### config.mk
export PLATFORM = sky130hd
export DESIGN_NAME = warp_dispatch
export DESIGN_NICKNAME = d
export VERILOG_FILES = /design/src/rtl/warp_pkg.sv /design/src/rtl/sync_fifo.sv /design/src/rtl/warp_dispatch.sv
export SDC_FILE = /design/constraint.sdc
export NUM_CORES = 1
export LEC_CHECK = 0
export BUFFER_PORTS_ARGS = -buffer_cell sky130_fd_sc_hd__buf_2
export CAP_MARGIN = 20
export CELL_PAD_IN_SITES_DETAIL_PLACEMENT = 1
export CELL_PAD_IN_SITES_GLOBAL_PLACEMENT = 2
export CORE_MARGIN = 1.5
export CORE_UTILIZATION = 47
export CTS_BUF_LIST = sky130_fd_sc_hd__clkbuf_2
export CTS_CLUSTER_DIAMETER = 100
export CTS_CLUSTER_SIZE = 24
export DETAILED_ROUTE_END_ITERATION = 7
export PLACE_DENSITY = 0.9
export SYNTH_ARGS = -nofsm -noshare
export SYNTH_HDL_FRONTEND = slang
export SYNTH_HIERARCHICAL = 1
export SYNTH_SLANG_ARGS = --single-unit
### constraint.sdc
create_clock -name clk -period 5.05 [get_ports clk]
set_input_delay 0.505 -clock clk [delete_from_list [all_inputs] [get_ports clk]]
set_output_delay 0.505 -clock clk [all_outputs]
set_load 0.01 [all_outputs]
### src/rtl/warp_pkg.sv
// Shared types and constants for the warp dispatch block.
package warp_pkg;

    localparam int NUM_LANES_DEFAULT           = 8;
    localparam int DISPATCH_FIFO_DEPTH_DEFAULT = 4;
    localparam int INSTR_W                     = 32;
    localparam int COUNT_W                     = 16;

    // Dispatcher control states.
    typedef enum logic [1:0] {
        IDLE = 2'd0,
        EXEC = 2'd1,
        WAIT = 2'd2
    } dispatch_state_e;

    // Issue counter step; wraps 0xFFFF back to 0 by construction.
    function automatic logic [COUNT_W-1:0] count_inc(input logic [COUNT_W-1:0] value);
        return value + 1'b1;
    endfunction

endpackage

### src/rtl/sync_fifo.sv
// Small synchronous FIFO with a combinational head view, used as the
// instruction queue. Flush and reset both empty it at the next edge.
module sync_fifo #(
    parameter int WIDTH = 40,
    parameter int DEPTH = 4
) (
    input  logic             clk,
    input  logic             rst,
    input  logic             push,
    input  logic             pop,
    input  logic             flush,
    input  logic [WIDTH-1:0] wdata,
    output logic [WIDTH-1:0] rdata,
    output logic             full,
    output logic             empty
);

    localparam int PTR_W = $clog2(DEPTH);
    localparam int CNT_W = PTR_W + 1;

    logic [PTR_W-1:0]            wr_ptr_reg;
    logic [PTR_W-1:0]            rd_ptr_reg;
    logic [CNT_W-1:0]            count_reg;
    logic [DEPTH-1:0][WIDTH-1:0] entries;
    logic                        push_ok;
    logic                        pop_ok;

    assign full    = (count_reg == CNT_W'(DEPTH));
    assign empty   = (count_reg == '0);
    assign push_ok = push && !full;
    assign pop_ok  = pop && !empty;

    // Each entry is its own register; the head is selected by the read pointer
    // so the dispatcher can inspect it in the same cycle.
    for (genvar gi = 0; gi < DEPTH; gi++) begin : g_entry
        logic [WIDTH-1:0] data_reg;

        // Capture the pushed word when the write pointer addresses this slot.
        always_ff @(posedge clk) begin
            if (push_ok && (wr_ptr_reg == PTR_W'(gi))) begin
                data_reg <= wdata;
            end
        end

        assign entries[gi] = data_reg;
    end

    assign rdata = entries[rd_ptr_reg];

    // Pointer and occupancy bookkeeping; pointers wrap naturally (DEPTH is 2^n).
    always_ff @(posedge clk) begin
        if (rst || flush) begin
            wr_ptr_reg <= '0;
            rd_ptr_reg <= '0;
            count_reg  <= '0;
        end else begin
            if (push_ok) begin
                wr_ptr_reg <= wr_ptr_reg + 1'b1;
            end
            if (pop_ok) begin
                rd_ptr_reg <= rd_ptr_reg + 1'b1;
            end
            case ({push_ok, pop_ok})
                2'b10:   count_reg <= count_reg + 1'b1;
                2'b01:   count_reg <= count_reg - 1'b1;
                default: count_reg <= count_reg;
            endcase
        end
    end

endmodule

### src/rtl/warp_dispatch.sv
// Queues {instruction, lane mask} pairs and issues them one at a time to a
// lane array, waiting for the lanes to report ready between issues.
module warp_dispatch
    import warp_pkg::*;
#(
    parameter int NUM_LANES  = NUM_LANES_DEFAULT,
    parameter int FIFO_DEPTH = DISPATCH_FIFO_DEPTH_DEFAULT
) (
    input  logic                 clk,
    input  logic                 rst,
    input  logic                 in_valid,
    output logic                 in_ready,
    input  logic [INSTR_W-1:0]   in_instr,
    input  logic [NUM_LANES-1:0] in_mask,
    input  logic                 flush,
    output logic                 execute,
    output logic [INSTR_W-1:0]   instruction,
    output logic [NUM_LANES-1:0] lane_enable,
    input  logic                 lanes_ready,
    output logic                 busy,
    output logic [COUNT_W-1:0]   issued_count
);

    localparam int ENTRY_W = INSTR_W + NUM_LANES;

    dispatch_state_e      state_reg;
    dispatch_state_e      state_next;
    logic                 fifo_push;
    logic                 fifo_pop;
    logic                 fifo_full;
    logic                 fifo_empty;
    logic [ENTRY_W-1:0]   head_data;
    logic [INSTR_W-1:0]   head_instr;
    logic [NUM_LANES-1:0] head_mask;
    logic                 issue;

    logic                 execute_reg;
    logic [INSTR_W-1:0]   instruction_reg;
    logic [NUM_LANES-1:0] lane_enable_reg;
    logic [COUNT_W-1:0]   issued_count_reg;

    // Reset and flush both block new entries for the cycle they are asserted.
    assign in_ready  = !fifo_full && !flush && !rst;
    assign fifo_push = in_valid && in_ready;

    assign head_instr = head_data[INSTR_W-1:0];
    assign head_mask  = head_data[ENTRY_W-1:INSTR_W];

    sync_fifo #(
        .WIDTH (ENTRY_W),
        .DEPTH (FIFO_DEPTH)
    ) u_queue (
        .clk   (clk),
        .rst   (rst),
        .push  (fifo_push),
        .pop   (fifo_pop),
        .flush (flush),
        .wdata ({in_mask, in_instr}),
        .rdata (head_data),
        .full  (fifo_full),
        .empty (fifo_empty)
    );

    // State register.
    always_ff @(posedge clk) begin
        if (rst) begin
            state_reg <= IDLE;
        end else begin
            state_reg <= state_next;
        end
    end

    // Next-state and pop decision; a flush suppresses any pop so the head is
    // dropped with the rest of the queue instead of being issued.
    always_comb begin
        state_next = state_reg;
        fifo_pop   = 1'b0;
        issue      = 1'b0;
        case (state_reg)
            IDLE: begin
                if (!fifo_empty && !flush) begin
                    if (head_mask == '0) begin
                        fifo_pop = 1'b1;
                    end else if (lanes_ready) begin
                        fifo_pop   = 1'b1;
                        issue      = 1'b1;
                        state_next = EXEC;
                    end
                end
            end
            EXEC: begin
                state_next = WAIT;
            end
            WAIT: begin
                if (lanes_ready) begin
                    state_next = IDLE;
                end
            end
            default: begin
                state_next = IDLE;
            end
        endcase
    end

    // Registered issue outputs: loaded on the edge that enters EXEC so they are
    // valid for the whole EXEC cycle; lane_enable drops when returning to IDLE.
    always_ff @(posedge clk) begin
        if (rst) begin
            execute_reg      <= 1'b0;
            instruction_reg  <= '0;
            lane_enable_reg  <= '0;
            issued_count_reg <= '0;
        end else begin
            execute_reg <= issue;
            if (issue) begin
                instruction_reg  <= head_instr;
                lane_enable_reg  <= head_mask;
                issued_count_reg <= count_inc(issued_count_reg);
            end else if (state_next == IDLE) begin
                lane_enable_reg <= '0;
            end
        end
    end

    assign execute      = execute_reg;
    assign instruction  = instruction_reg;
    assign lane_enable  = lane_enable_reg;
    assign issued_count = issued_count_reg;
    assign busy         = (state_reg != IDLE) || !fifo_empty;

endmodule
* After elaboration in Yosys (flattened, before gate mapping)
Index checks and enable logic that the tools add are counted.
Storage, ports and cells: register bits 226, input bits 45, output and inout bits 59
Cells by class: add/subtract/negate cells 5, $lt $le $gt $ge 1, equal/unequal tests 8, mux-type cells 17, reductions and logical operators 24
Operator list (count):
- $bmux 40 s2 | 1
- $mux 40 | 1
- $add 16x1->16 const B | 1
- $mux 8 | 2
- $logic_and 1x1->1 | 10
- $eq 2x2->1 const B | 4
- $logic_not 8->1 | 1
- $mux 2 | 4
- $mux 1 | 7
- $eq 2x1->1 const B | 3
- $logic_not 2->1 | 3
- $pmux 2 s3 | 1
- $pmux 3 s2 | 1
- $reduce_bool 2->1 | 3
- $add 2x1->2 const B | 2
- $logic_not 1->1 | 4
- $add 3x1->3 const B | 1
- $eq 3x3->1 const B | 1
- $logic_not 3->1 | 1
- $lt 2x3->1 const B | 1
- $sub 3x1->3 const B | 1
- $logic_or 1x1->1 | 2

* Depth between registers and ports, before layout
Gate-level depths: netlist (run 1).
word-level depth 9, depth in mapped cells 13

* Hierarchy
The synthesis (run 1) kept the hierarchy.
By module, submodules not included:
- sync_fifo | times used 1, cells an instance 263, area each 6226.0 um^2, sequential area each 4944.7 um^2
- warp_dispatch | times used 1, cells an instance 265, area each 2301.0 um^2, sequential area each 1181.1 um^2

* Worst setup path before layout (run 1)
OpenSTA, ideal clock, no wires.
kind flip-flop to flip-flop, start point reg u_queue.rd_ptr_reg[0], end point reg u_queue.count_reg[2], arrival 3.311 ns, required time 4.980 ns, setup slack 1.669 ns, stages on the path, launching flop included 14, buffers on the path 2, clock period less this slack 3.381 ns, cells stage by stage dfxtp_1 > buf_4 > buf_4 > mux4_2 > or4_4 > nor2_1 > o21a_1 > nor2b_1 > ha_1 > inv_1 > fa_1 > xor2_1 > or3_1 > a21oi_1
On the way: word-level cells in the longest chain between the ends 9
RTL lines:
- from (decl) | RTL line sync_fifo.sv:22 | logic [PTR_W-1:0] rd_ptr_reg;
- from (signal assigned) | RTL line sync_fifo.sv:61 | rd_ptr_reg <= rd_ptr_reg + 1'b1;
- $bmux 40 s2 * | RTL line sync_fifo.sv:48 | assign rdata = entries[rd_ptr_reg];
- $mux 40 (not written as such) * | RTL line sync_fifo.sv:48
- named net head_data[36] | RTL line warp_dispatch.sv:32 | logic [ENTRY_W-1:0] head_data;
- $logic_not 8->1 * | RTL line warp_dispatch.sv:82 | if (head_mask == '0) begin
- $mux 1 * | RTL line warp_dispatch.sv:82
- $mux 1 * | RTL line warp_dispatch.sv:81 | if (!fifo_empty && !flush) begin
- $mux 1 * | RTL line warp_dispatch.sv:79 | case (state_reg)
- named net fifo_pop | RTL line warp_dispatch.sv:29 | logic fifo_pop;
- $logic_and 1x1->1 * | RTL line sync_fifo.sv:31 | assign pop_ok = pop && !empty;
- named net u_queue.pop_ok | RTL line sync_fifo.sv:26 | logic pop_ok;
- $eq 2x1->1 / $eq 2x2->1 (equally long branches) | RTL line sync_fifo.sv:63 | case ({push_ok, pop_ok})
- $pmux 3 s2 / $reduce_bool 2->1 (equally long branches)
- to (signal assigned) | RTL line sync_fifo.sv:64 | 2'b10: count_reg <= count_reg + 1'b1;
- to (signal assigned) | RTL line sync_fifo.sv:65 | 2'b01: count_reg <= count_reg - 1'b1;
- to (signal assigned) | RTL line sync_fifo.sv:66 | default: count_reg <= count_reg;
- to (decl) | RTL line sync_fifo.sv:23 | logic [CNT_W-1:0] count_reg;
The timed path passes the listed nets; every way through them passes the cells marked *. The select of a mux whose other input is x is not followed. A chain may end at the register's enable or synchronous reset.

* Worst setup path in the final report (run 1)
Ends and elaborated chain as after synthesis.

==> flow_summary.json, run 1 <==
{
  "regArea_um2": 6130,
  "synth-edff-count": 160,
  "coreArea_um2": 17900,
  "grt_pass1_wl_mm": 29.1,
  "dr_total_vias": 4964,
  "drtPass1Iterations": 6,
  "setup_viol": 0,
  "muxShareOfSynthArea_pct": 10.6,
  "initial_core_util_pct": 47.6,
  "synthFlopType": "edfxtp_1",
  "cp_max_fo": 43,
  "yosysWarnings": 6,
  "grt_start_max_net_pins": 57,
  "synth_top_family_by_area": "multiplexers",
  "portBuffers": 103,
  "post-cts-setup-buffers": 0,
  "end_kind": "register",
  "synth_simple_gate_area_share_pct": 7.75,
  "cp.arrival_ps": 4830,
  "maxSlewViolCount": 0,
  "grt_usage_pct": 20.4,
  "hold_buffers": 41,
  "hold_viol_final": 0,
  "synth_compound_area_share_pct": 5.88,
  "critPathSlowestCell": "dfxtp_4",
  "skew_ps": 74.0,
  "multiInputGateArea_um2": 2200,
  "io_pins": 104,
  "synth_top_area_cell": "edfxtp_1",
  "htree_levels": 1,
  "synthDistinctLibCells": 46,
  "dieArea_um2": 19000,
  "synthToLayoutAreaGrowth_pct": 15.6,
  "path_clk_slew_ps": 430,
  "holdWs_ps": 147,
  "slew_headroom_pct": 42.4,
  "netlist.area_leader.share_pct": 56.3,
  "dp_hpwl_mm": 11.5,
  "synth-xor-area-share_pct": 0.411,
  "ant_nets": 0,
  "routedWlPerCell_um": 21.3,
  "dpl.cell_count": 836,
  "crit_chain": "mux4_2 -> or4_4 -> nor2_1 -> o21a_1 -> nor2b_1 -> ha_1 -> inv_1 -> fa_1 -> xor2_1 -> or3_1 -> a21oi_1",
  "worst_pin_slew_ps": 864,
  "fin_setup_tns_ps": 0,
  "clkSinkCount": 226,
  "setup.worst_path.class": "register to register",
  "ctsResizeCount": 0,
  "fmax_mhz": 246,
  "syn_nets": 580,
  "largest_reg_flops": 160,
  "ir_drop_mv": 0.216,
  "die_x_um": 138,
  "row_count": 49,
  "cts_tree": "yes",
  "drt_iter0_markers": 354,
  "p_per_area_nw_per_um2": 280,
  "netlist_area_um2": 8530,
  "ys_async_sr_fraction_pct": 0,
  "finalPower_mw": 2.75,
  "synthCells": 528,
  "rsz0062_at_grt": "no",
  "clk_latency_ps": 800,
  "antenna_found_initial": 1,
  "ys_seq_elements": 226,
  "globalplace.congestion": 0.775,
  "routed_via_density": 5.49,
  "fp.dieH_um": 138,
  "cts_root_buf": "clkbuf_2",
  "fin_crit_sh_pct": 80.6,
  "syn_avg_cell_area_um2": 16.1,
  "synthAdderAreaFrac_pct": 1.12,
  "clockBufferDepth": 3,
  "slowest_delay_ps": 1000,
  "final-instance-count-excl-fill": 905,
  "final_layout_size_suffix_gt1_share_pct": 28.0,
  "grt_pass1_vias": 5298,
  "status": "finished clean",
  "hold_class": "primary input to register",
  "worstPathRequired_ps": 5810,
  "period_minus_slack_ps": 4070,
  "grt_overflow": 0,
  "nNetsFinal": 720,
  "cap_violations": 0,
  "critPathLaunchType": "register",
  "ys_top_cells_by_area": "edfxtp_1 56%, dfxtp_1 15%, mux4_2 11%",
  "numCtsBuffers": 13,
  "wirelength_mm": 19.3,
  "fin_util_pct": 55.1,
  "drc": 0,
  "leakagePower_nw": 3.37,
  "synth_seq_area_share_pct": 71.8,
  "fill_cells": 1744
}
[layer usage]
layer	routed length [um]	GRT usage, %	share of wire (%)
met5	0	0	0
met4	322	7.12	1.7
met3	837	2.87	4.3
met2	10100	36.0	52
met1	8080	25.8	42
[power by group]
part	switching, mW	internal (mW)
logic	0.0539	0.0512
registers	0.00480	2.00
clock network	0.535	0.109
[cell type report]
| type | count | area share [%] |
|---|---|---|
| inverter | 10 | 0.381 |
| timing repair buffer | 152 | 10.9 |
| sequential | 226 | 62.2 |
| multi-input combinational | 265 | 22.3 |
| tap | 229 | 2.91 |
| clock inverter | 2 | 0.203 |
| clock buffer | 20 | 1.02 |
| antenna | 1 | 0.0254 |
[cell families after synthesis]
group	count (synthesis)
DFF	226
and+or+nand+nor	133
AOI/OAI and AO/OA	81
muxes	40
buffers and inverters	37
adders and majority gates	7
xor gates and xnor gates	4
[critical path, delay by kind of cell (launching register included)]
family	cells	cell delay, ps
mux	1	640
buf+inv	1	60
flops	1	1000
fa+ha+maj	2	570
simple gates	4	1270
compound gates	2	300
xor+xnor	1	160
[cells in the mapped netlist (all sizes together), types with 2 or more instances]
master and count:
nor3 3, a22o 8, dfxtp 66, and2 3
nand2 76, nor2b 2, mux4 40, and4 2
o31ai 6, clkbuf 7, ha 6, o21ai 10
or3 8, a21oi 49, o2111ai 2, nor2 12
nand3 5, or4 8, and3 6, edfxtp 160
inv 10, buf 19, o21a 2, xor2 3
nand4 3
[through the flow]
step                cell area, um^2  setup WS (ps)
finish                         9860            979
global route                   9860            720
CTS                            9750            981
detailed placement             9220           1010
global placement               9190           1130
floorplan                      8530           1670
[cell usage in the layout (no fill, tap or decap), drive strengths merged, types with 6 or more instances in the layout]
master / instances
nor2: 12
ha: 6
clkbuf: 20
or4: 8
edfxtp: 160
dfxtp: 66
or3: 8
dlygate4sd3: 41
o31ai: 6
a22o: 8
and3: 6
mux4: 40
buf: 111
inv: 11
o21ai: 10
a21oi: 49
nand2: 76
[path summary, 6_finish.rpt]
kind / endpoint / start / slack [ps] / cells after the start
min: instruction[16] / rst / 150 / 2
max: u_queue/count_reg[2] / u_queue/rd_ptr_reg[0] / 980 / 11
min reg2reg: instruction[25] / instruction[25] / 470 / 2
max reg2reg: u_queue/count_reg[2] / u_queue/rd_ptr_reg[0] / 980 / 11
Power figures use the tool's default switching activity.
==> run 2, diff against run 1 <==
--- a/config.mk
+++ b/config.mk
@@ -10,12 +10,12 @@
 export CELL_PAD_IN_SITES_DETAIL_PLACEMENT = 1
 export CELL_PAD_IN_SITES_GLOBAL_PLACEMENT = 2
 export CORE_MARGIN = 1.5
-export CORE_UTILIZATION = 47
+export CORE_UTILIZATION = 44
 export CTS_BUF_LIST = sky130_fd_sc_hd__clkbuf_2
 export CTS_CLUSTER_DIAMETER = 100
 export CTS_CLUSTER_SIZE = 24
 export DETAILED_ROUTE_END_ITERATION = 7
-export PLACE_DENSITY = 0.9
+export PLACE_DENSITY = 0.85
 export SYNTH_ARGS = -nofsm -noshare
 export SYNTH_HDL_FRONTEND = slang
 export SYNTH_HIERARCHICAL = 1
==> constraint.sdc (replaced) <==
create_clock -name clk -period 4.1 [get_ports clk]
set_input_delay 0.41 -clock clk [delete_from_list [all_inputs] [get_ports clk]]
set_output_delay 0.41 -clock clk [all_outputs]
set_load 0.01 [all_outputs]
==> run 2 against run 1 <==
  * Flip-flop and latch count unchanged
  * Design area is 0.29% higher
  * Clock-buffer cell count decreased by 1
==> flow_summary.json, run 2 (synthesized netlist as in run 1, its figures left out) <==
{
  "clk_latency_ps": 810,
  "grt_pass1_vias": 5354,
  "worst_pin_slew_ps": 751,
  "drtPass1Iterations": 5,
  "dr_total_vias": 4999,
  "post-route-cell-area_um2": 9880,
  "die_x_um": 142,
  "row_count": 50,
  "clockBufferDepth": 3,
  "antenna_found_initial": 1,
  "fmax_mhz": 280,
  "ir_drop_mv": 0.271,
  "rsz0062_at_grt": "no",
  "ctsResizeCount": 0,
  "final_layout_size_suffix_gt1_share_pct": 28.1,
  "clkSinkCount": 226,
  "hold_buffers": 42,
  "htree_levels": 1,
  "post-cts-setup-buffers": 0,
  "fin_setup_tns_ps": 0,
  "status": "finished clean",
  "final-instance-count-excl-fill": 940,
  "hold_viol_final": 0,
  "placedInstanceArea_um2": 9340,
  "fill_cells": 1856,
  "path_clk_slew_ps": 390,
  "worstPathRequired_ps": 4880,
  "numCtsBuffers": 13,
  "cts_tree": "yes",
  "io_pins": 104,
  "wirelength_mm": 19.0,
  "initial_core_util_pct": 45.3,
  "skew_ps": 57.1,
  "dieArea_um2": 20200,
  "coreArea_um2": 18800,
  "leakagePower_nw": 3.36,
  "mostFrequentLayoutCells": "160 x edfxtp_1, 103 x buf_2, 76 x nand2_1",
  "routed_via_density": 5.32,
  "cap_violations": 0,
  "grt_start_max_net_pins": 56,
  "synthToLayoutAreaGrowth_pct": 15.9,
  "end_kind": "register",
  "final_common_cell": "edfxtp_1",
  "setup.worst_path.class": "register to register",
  "cp_max_fo": 15,
  "p_per_area_nw_per_um2": 342,
  "setup_viol": 0,
  "hold_class": "primary input to register",
  "period_minus_slack_ps": 3570,
  "critPathLaunchType": "register",
  "fin_ws_ps": 532,
  "dpl.cell_count": 873,
  "nNetsFinal": 722,
  "drt_iter0_markers": 248,
  "slew_headroom_pct": 49.6,
  "routedWlPerCell_um": 20.2,
  "globalplace.congestion": 0.736,
  "largest_reg_flops": 160,
  "grt_pass1_wl_mm": 29.6,
  "grt_usage_pct": 19.2,
  "portBuffers": 103,
  "grt_overflow": 0,
  "fp.dieH_um": 142,
  "maxSlewViolCount": 0,
  "holdWs_ps": 131,
  "dp_hpwl_mm": 12.0,
  "ant_nets": 0,
  "cp.arrival_ps": 4340,
  "post-place-ws_ps": 599,
  "fin_crit_sh_pct": 87.0,
  "cts_root_buf": "clkbuf_2",
  "drc": 0
}
## run 2: worst max-delay path, cell delays in order, from the launching register on
cell     delay [ps]
dfxtp_4         620
mux4_2          570
or4_4           610
nor2_1          150
o21a_1          150
nor2b_1         190
ha_1            210
inv_1            60
fa_1            370
xor2_1          160
or3_1           310
a21oi_1         150
## run 2: cell type report
type	instances	area (um^2)	area share [%]
repair buffers	154	1070	10.8
diodes	3	7.51	0.0759
clock inverters	3	20.0	0.203
inverters	10	37.5	0.380
flip-flops and latches	226	6130	62.0
multi-input cells	265	2200	22.3
clock buffers	19	95.1	0.962
well taps	260	325	3.29
## run 2: per-stage QoR
step	utilization (%)	power, mW
finish	52.5	3.38
global route	52.5	3.49
CTS	52.5	3.42
detailed placement	49.6	2.61
global placement	49.2	2.60
floorplan	-	2.55
## run 2: per-layer routing
layer	wire, um	vias up	global-route usage, %
li1	-	2292	-
met1	8220	2590	24.5
met2	9800	99	34.6
met3	637	18	2.89
met4	297	0	4.72
met5	0	-	0
## run 2: path summary, 6_finish.rpt
| kind | startpoint | endpoint | slack [ps] | cells after the start |
|---|---|---|---|---|
| worst max-delay path | u_queue/rd_ptr_reg[0] | u_queue/count_reg[2] | 530 | 11 |
| worst min-delay path | rst | u_queue/wr_ptr_reg[1] | 130 | 5 |
| worst max register to register | u_queue/rd_ptr_reg[0] | u_queue/count_reg[2] | 530 | 11 |
| worst min register to register | instruction[18] | instruction[18] | 470 | 2 |
## run 2: report_power, final
| group | leakage [nW] | switching, mW | internal, mW |
|---|---|---|---|
| combinational | 1.29 | 0.0666 | 0.0622 |
| sequential | 1.98 | 0.00507 | 2.46 |
| clock | 0.0931 | 0.650 | 0.131 |
==> run 3, diff against run 2 <==
==> constraint.sdc (replaced) <==
create_clock -name clk -period 3.3 [get_ports clk]
set_input_delay 0.33 -clock clk [delete_from_list [all_inputs] [get_ports clk]]
set_output_delay 0.33 -clock clk [all_outputs]
set_load 0.01 [all_outputs]
==> run 3 against run 2 <==
  * The flow now finishes with violations (negative setup slack)
  * Clock power increased by 28%
  * Via count increased by 1.8%
  * Critical path depth increased by 1
  * Global-route usage increased by 0.98 points
  * Final cell count increased by 2.3%
  * First-iteration DRC count increased by 33%
  * Clock-buffer cell count increased by 1
  * Power increased by 25%
  * Die area unchanged
  * Critical path type unchanged
  * Setup slack got worse by 620 ps
  * Wire length increased by 5.0%
  * Design area increased by 1.9%
==> flow_summary.json, run 3 (synthesized netlist as in run 1, its figures left out) <==
{
  "dr_total_vias": 5091,
  "r2r_end": "u_queue/count_reg[2]",
  "hold_class": "primary input to register",
  "worstPathRequired_ps": 4050,
  "clkSinkCount": 226,
  "finalPower_mw": 4.24,
  "wirelength_mm": 19.9,
  "setup_viol": 1,
  "worst_r2r_path_depth": 12,
  "fin_crit_sh_pct": 103,
  "cap_violations": 0,
  "hold_path_end": "u_queue/g_entry[2].data_reg[26]",
  "final_common_cell": "edfxtp_1",
  "portBuffers": 103,
  "post-place-ws_ps": -69.6,
  "rsz0062_at_grt": "yes",
  "numCtsBuffers": 13,
  "skew_ps": 94.8,
  "violations": "negative setup slack",
  "clockBufferDepth": 3,
  "fp.dieH_um": 142,
  "critPathLaunchType": "register",
  "hold_viol_final": 0,
  "path_clk_slew_ps": 430,
  "routedWlPerCell_um": 20.7,
  "drc": 0,
  "grt_start_max_net_pins": 56,
  "nNetsFinal": 746,
  "coreArea_um2": 18800,
  "routed_via_density": 5.29,
  "cp_max_fo": 4,
  "synthToLayoutAreaGrowth_pct": 18.1,
  "worstReg2RegStart": "u_queue/rd_ptr_reg[0]",
  "dp_hpwl_mm": 12.1,
  "initial_core_util_pct": 45.3,
  "mostFrequentLayoutCells": "160 x edfxtp_1, 103 x buf_2, 76 x nand2_1",
  "leakagePower_nw": 3.48,
  "die_x_um": 142,
  "fin_ws_ps": -84.8,
  "slew_headroom_pct": 51.7,
  "fmax_mhz": 295,
  "fin_setup_tns_ps": -84.8,
  "drtPass1Iterations": 6,
  "grt_pass1_wl_mm": 31.2,
  "fin_util_pct": 53.5,
  "hold_path_startpoint": "in_instr[26]",
  "cts_root_buf": "clkbuf_2",
  "status": "finished with violations",
  "htree_levels": 1,
  "worst_hold_path.num_cells": 2,
  "ir_drop_mv": 0.383,
  "worst_pin_slew_ps": 722,
  "p_per_area_nw_per_um2": 421,
  "fill_cells": 1878,
  "grt_usage_pct": 20.2,
  "setup.worst_path.class": "register to register",
  "cts_tree": "yes",
  "reg2reg_slack_ps": -80,
  "ant_nets": 0,
  "antenna_found_initial": 2,
  "period_minus_slack_ps": 3380,
  "grt_pass1_vias": 5577,
  "cp.arrival_ps": 4140,
  "maxSlewViolCount": 0,
  "drt_iter0_markers": 329,
  "multiInputGateArea_um2": 2240,
  "io_pins": 104,
  "regArea_um2": 6130,
  "dieArea_um2": 20200,
  "end_kind": "register",
  "grt_overflow": 0,
  "largest_reg_flops": 160,
  "globalplace.congestion": 0.733,
  "final_layout_size_suffix_gt1_share_pct": 30.7,
  "clk_latency_ps": 840,
  "row_count": 50
}
## run 3: layout make-up
| type | count | share of cell area [%] |
|---|---|---|
| Antenna cell | 1 | 0.0249 |
| Multi-Input combinational cell | 265 | 22.2 |
| Clock inverter | 2 | 0.199 |
| Clock buffer | 20 | 0.994 |
| Tap cell | 260 | 3.23 |
| Timing Repair Buffer | 178 | 12.1 |
| Inverter | 10 | 0.373 |
| Sequential cell | 226 | 60.9 |
## run 3: critical path, cell delays in order, from the launching register on
cell	delay, ps
dfxtp_4	480
buf_12	130
mux4_2	510
or4_4	590
nor2_4	100
o21a_1	150
nor2b_4	190
ha_4	160
inv_2	50
fa_2	330
xor2_1	160
or3_1	330
a21oi_2	130
## run 3: worst max-delay path by stage
| stage | startpoint | end | slack [ps] | cells past startpoint |
|---|---|---|---|---|
| 2_1_floorplan | u_queue/rd_ptr_reg[0] | u_queue/count_reg[2] | 8 | 13 |
| 3_3_place_gp | u_queue/rd_ptr_reg[0] | u_queue/count_reg[2] | 30 | 11 |
| 3_5_place_dp | u_queue/rd_ptr_reg[0] | u_queue/count_reg[2] | -70 | 11 |
| 4_1_cts | u_queue/rd_ptr_reg[0] | u_queue/count_reg[2] | -10 | 12 |
| 5_1_grt | u_queue/rd_ptr_reg[0] | u_queue/count_reg[2] | -220 | 12 |
| 6_report | u_queue/rd_ptr_reg[0] | u_queue/count_reg[2] | -80 | 12 |
## run 3: through the flow
step           hold slack [ps]  area (um^2)  std cells
3_3_place_gp               440         9350        882
2_1_floorplan              429         8550        528
5_1_grt                    170        10100        962
4_1_cts                    130        10000        958
3_5_place_dp               451         9350        882
6_report                   214        10100        962
## run 3: per-layer routing
layer	GRT usage (%)	wire length [um]	vias up
li1	-	-	2333
met1	26.0	8390	2603
met5	0	8	-
met4	4.50	339	2
met3	2.32	741	29
met2	36.9	10400	124
## run 3: report_power, final
part           internal [mW]  leakage (nW)  switching [mW]
Combinational         0.0802          1.40          0.0851
Sequential              3.06          1.98         0.00686
Clock                  0.171        0.0946           0.831
## run 3: timing repair
action | 4_1_cts | 5_1_grt
gates cloned | 0 | 0
pin swaps | 3 | 1
endpoints found under the hold margin | 184 | 0
hold buffers | 47 | 0
setup endpoints to repair | 1 | 2
setup buffers | 7 | 3
resized for setup | 7 | 3
